**config.mk**
```make
export PLATFORM = sky130hd
export DESIGN_NAME = sqrt_iter_unit
export DESIGN_NICKNAME = d
export VERILOG_FILES = /design/src/rtl/sqrt_iter_unit.sv
export SDC_FILE = /design/constraint.sdc
export NUM_CORES = 1
export LEC_CHECK = 0
export CORE_ASPECT_RATIO = 2
export CORE_MARGIN = 2
export CORE_UTILIZATION = 40
export CTS_CLUSTER_SIZE = 20
export DETAILED_ROUTE_END_ITERATION = 8
export HOLD_SLACK_MARGIN = 0.02
export PLACE_DENSITY = 0.65
export SYNTH_ARGS = -nofsm -noshare
export SYNTH_HDL_FRONTEND = slang
export SYNTH_SLANG_ARGS = --single-unit
export TNS_END_PERCENT = 1
```
**constraint.sdc**
```tcl
create_clock -name clock -period 2.05 [get_ports clock]
set_input_delay 0.205 -clock clock [delete_from_list [all_inputs] [get_ports clock]]
set_output_delay 0.205 -clock clock [all_outputs]
set_load 0.005 [all_outputs]
```
**src/rtl/sqrt_iter_unit.sv**
```systemverilog
// Iterative floor(sqrt) engine using odd-number accumulation: the running square
// (k+1)^2 is advanced by 2k+3 until it passes the captured operand.
module sqrt_iter_unit #(
  parameter int WIDTH = 16
) (
  input  logic               clock,
  input  logic               reset,
  input  logic               start,
  input  logic [WIDTH-1:0]   operand,
  output logic               busy,
  output logic               done,
  output logic [WIDTH/2-1:0] root,
  output logic [WIDTH:0]     square
);

  localparam int RW = WIDTH / 2;
  localparam int DW = RW + 2;
  localparam int SW = WIDTH + 1;

  typedef enum logic [1:0] {
    IDLE   = 2'd0,
    TEST   = 2'd1,
    UPDATE = 2'd2,
    DONE   = 2'd3
  } state_t;

  state_t          r_state;
  state_t          w_next;
  logic [WIDTH-1:0] r_a;
  logic [SW-1:0]   r_s;
  logic [DW-1:0]   r_d;
  logic [RW-1:0]   r_root;
  logic            w_le;

  // Square still within the operand: keep accumulating.
  function automatic logic f_square_le(input logic [SW-1:0] s, input logic [WIDTH-1:0] a);
    return s <= {1'b0, a};
  endfunction

  // Increment is 2k+3 on exit, so k = (d >> 1) - 1; always fits RW bits.
  function automatic logic [RW-1:0] f_root_from_inc(input logic [DW-1:0] d);
    return RW'((d >> 1) - DW'(1));
  endfunction

  assign w_le = f_square_le(r_s, r_a);

  always_ff @(posedge clock or posedge reset) begin
    if (reset) begin
      r_state <= IDLE;
    end else begin
      r_state <= w_next;
    end
  end

  always_comb begin
    w_next = r_state;
    case (r_state)
      IDLE:    if (start) w_next = TEST;
      TEST:    w_next = w_le ? UPDATE : DONE;
      UPDATE:  w_next = TEST;
      DONE:    w_next = IDLE;
      default: w_next = IDLE;
    endcase
  end

  always_comb begin
    busy = 1'b0;
    done = 1'b0;
    case (r_state)
      IDLE:    busy = 1'b0;
      TEST,
      UPDATE:  busy = 1'b1;
      DONE: begin
        busy = 1'b1;
        done = 1'b1;
      end
      default: busy = 1'b0;
    endcase
  end

  always_ff @(posedge clock or posedge reset) begin
    if (reset) begin
      r_a    <= '0;
      r_s    <= SW'(1);
      r_d    <= DW'(3);
      r_root <= '0;
    end else begin
      case (r_state)
        IDLE: begin
          if (start) begin
            r_a <= operand;
            r_s <= SW'(1);
            r_d <= DW'(3);
          end
        end
        TEST: begin
          if (!w_le) r_root <= f_root_from_inc(r_d);
        end
        UPDATE: begin
          r_s <= r_s + SW'(r_d);
          r_d <= r_d + DW'(2);
        end
        default: begin
          r_a <= r_a;
        end
      endcase
    end
  end

  assign root   = r_root;
  assign square = r_s;

endmodule

```
==> metrics.csv <==
stage,metric,value,unit
pwr,Worst IR Drop VDD,0.000849,V
pwr,leakage,0.00209,µW
yosys,Synth top area share,40.3,%
timing,Slew Limit Headroom,68.9,%
grt,global-route wire length before repair,12.5,mm
route,routed len/inst,15.0,µm
route,DRC,0,
timing,Final min period,2150,ps
final_layout,Syn-to-layout area delta,41.7,%
clock_network,TritonCTS clock tree,done,
clock_network,CTS Hold Bufs,0,
timing,Setup Skew,4.32,ps
yosys,Syn Area/Cell,9.87,µm²
yosys,sequential share of the synthesized area,42.8,%
place,post-detail-place hpwl,5.75,mm
route,Via Count,2600,
yosys,Yosys warnings,0,
grt,grt total ovfl,0,
yosys,most common cell in the netlist,dfrtp_1,
clock_network,Clock Path Buffers,2,
place,placed cell area,0.00406,mm²
route,First DRT Iteration DRCs,85,
setup_path,Reg2Reg Depth,7,
setup_path,Critical Path AT,2330,ps
final_layout,Final Instance Area,0.00441,mm²
timing,Tcrit/Tclk final,105,%
floorplanning,Die Span Y,129,µm
yosys,Netlist cell types,45,
yosys,Post-Syn Nets,363,
setup_path,worst path required time,2230,ps
setup_path,r2r setup slk,-100,ps
floorplanning,core box area,0.00754,mm²
yosys,asr flop ratio synth,100,%
timing,fmax,0.465,GHz
route,remaining antenna violation count,0,
flow_run,Max Cap Violations,0,
setup_path,crit end category,flop,
floorplanning,Initial Util,41.2,%
route,Vias/cell,5.14,
floorplanning,Die X,66.3,µm
clock_network,cts bufs inserted,5,
worst_hold_path,HP Class,in2async,
yosys,Synth area leader,dfrtp_1,
place,GPL Wtd Cong,0.832,
yosys,Post-synth EDFFs,0,
setup_path,CP Class,reg2reg,
floorplanning,row cnt,45,
yosys,Commonest cells post-synth,"dfrtp_1, nand2_1, o21ai_0",
timing,Worst Tran Pin Value,465,ps
clock_network,CTS H-tree lvls,2,
status,status,"complete, but fails checks",
grt,initial antenna violation count,0,
clock_network,Clock Latency Late Sink,290,ps
grt,Total Routing Usage GR,19.2,%
final_layout,number of diodes,0,
route,drt total wl,7.57,mm
timing,Final Max Tran Viols,0,
yosys,#FFs+latches synth,53,
grt,largest net degree at the start of global routing,54,
status,failing checks,setup timing,
setup_path,critical register-to-register path startpoint,square[14]$_DFFE_PP0P_,
route,drt pass-1 iters,4,
pwr,Cell Pwr Density,1090,mW/mm²
setup_path,reg2reg end,root[2]$_DFFE_PP0P_,
floorplanning,Die ar.,0.00853,mm²
place,DP Worst Slack,-332,ps
final_layout,share of layout cells above drive strength 1,24.8,%
final_layout,fillers,667,
final_layout,Layout Nets,459,
timing,number of setup violations in the final report,10,
yosys,"Cell Area, Synth",0.00311,mm²
timing,Fin. Hold Viols,0,
setup_path,Critical Path Start,square[14]$_DFFE_PP0P_,
grt,vias in the first global route,2661,
clock_network,Worst-path clk slew,70,ps
clock_network,Root Buffer,clkbuf_16,
timing,setup slack after layout,-101,ps
place,Port-buffer cells,45,
setup_path,"critical path fanouts, max",9,
yosys,dominant cells by area after synthesis,"dfrtp_1, ha_1, o21ai_0",
yosys,Synth Instances,315,
clock_network,clk sinks,53,
floorplanning,Top Ports,46,
final_layout,Finished Core Util,58.4,%
final_layout,post-route insts no fill,506,
place,Cells after DPL,497,
timing,RSZ-0062 raised after global routing,yes,
setup_path,Worst setup SP type,flop,
yosys,Most used DFF post-synth,dfrtp_1,
[area by class of cell]
type	instances	area, µm²	area share (%)
Inverter	24	90.1	2.04
Clock buffer	7	143	3.24
Sequential cell	53	1330	30.3
Clock inverter	1	30.0	0.682
Multi-Input combinational cell	228	1810	41.1
Tap cell	94	118	2.67
Timing Repair Buffer	99	881	20.0
[metal layers]
layer	vias to the layer above	part of all wire, %	GRT usage [%]
met5	-	0	0
met4	0	4.5	11.5
met3	18	2.9	2.80
met2	44	54	32.4
met1	1236	39	22.5
li1	1302	-	-
[sequential cells by signal, indices dropped and copies added (netlist names)]
| name | flops |
|---|---|
| square | 17 |
| r_state | 2 |
| r_a | 16 |
| root | 8 |
| r_d | 10 |
[worst max-delay path, cell delays in order (launching register included)]
cell       delay (ps)
dfrtp_1           380
ha_1              310
buf_4             130
a21o_1            170
a2111oi_4         470
a21oi_4           120
buf_12            160
mux2_4            290
[cells in the final DEF (no fill, tap or decap), drive strengths merged, types with 3 or more instances in the layout]
master         instances
o31ai                  4
a211oi                 3
o21ai                 32
nand4                  5
nor3                   3
and2                   5
nand3                 14
mux2i                  9
buf                   54
clkbuf                 7
o211ai                 4
dfstp                  3
ha                    28
inv                   24
nand2                 41
clkdlybuf4s50         45
xor2                   9
and3                   3
nor2                  11
dfrtp                 50
nand2b                 4
a21o                   8
a21oi                 15
xnor2                  5
mux2                   7
[cell families after synthesis]
logic type	Yosys count	share of synthesized area (%)
AOI/OAI and AO/OA	78	16.3
muxes	16	6.28
DFF	53	42.8
and+or+nand+nor	91	14.0
xor gates and xnor gates	14	3.95
adders and majority gates	29	11.9
buffers and inverters	34	4.71
[power breakdown]
| part | leakage (µW) | switching, µW | internal [µW] | total, µW |
|---|---|---|---|---|
| clock | 0.0000841 | 364 | 610 | 975 |
| sequential | 0.000685 | 178 | 1370 | 1550 |
| combinational | 0.00132 | 1090 | 1200 | 2290 |
| total | 0.00209 | 1630 | 3180 | 4810 |
[how the worst max path moves through the flow]
stage	to	slack (ps)	depth (start not counted)
floorplan	root[0]$_DFFE_PP0P_	-60	7
global placement	square[15]$_DFFE_PP0P_	-240	8
detailed placement	square[15]$_DFFE_PP0P_	-330	8
CTS	square[15]$_DFFE_PP0P_	-140	8
global route	root[2]$_DFFE_PP0P_	-180	8
finish	root[2]$_DFFE_PP0P_	-100	7
[through the flow]
stage          TNS (ps)  power [µW]  hold slack (ps)
6_report           -829        4810              276
4_1_cts            -866        4860              295
2_1_floorplan      -506        2720              310
3_3_place_gp      -2110        3670              475
5_1_grt           -2050        5200              306
3_5_place_dp      -2930        3720              490
[repair_timing]
item / CTS / global route
cloned: 0 / 0
pin swaps: 14 / 4
setup buffers: 1 / 0
resized for setup: 24 / 7
endpoints found under the setup margin: 19 / 18
Power figures use the tool's default switching activity.
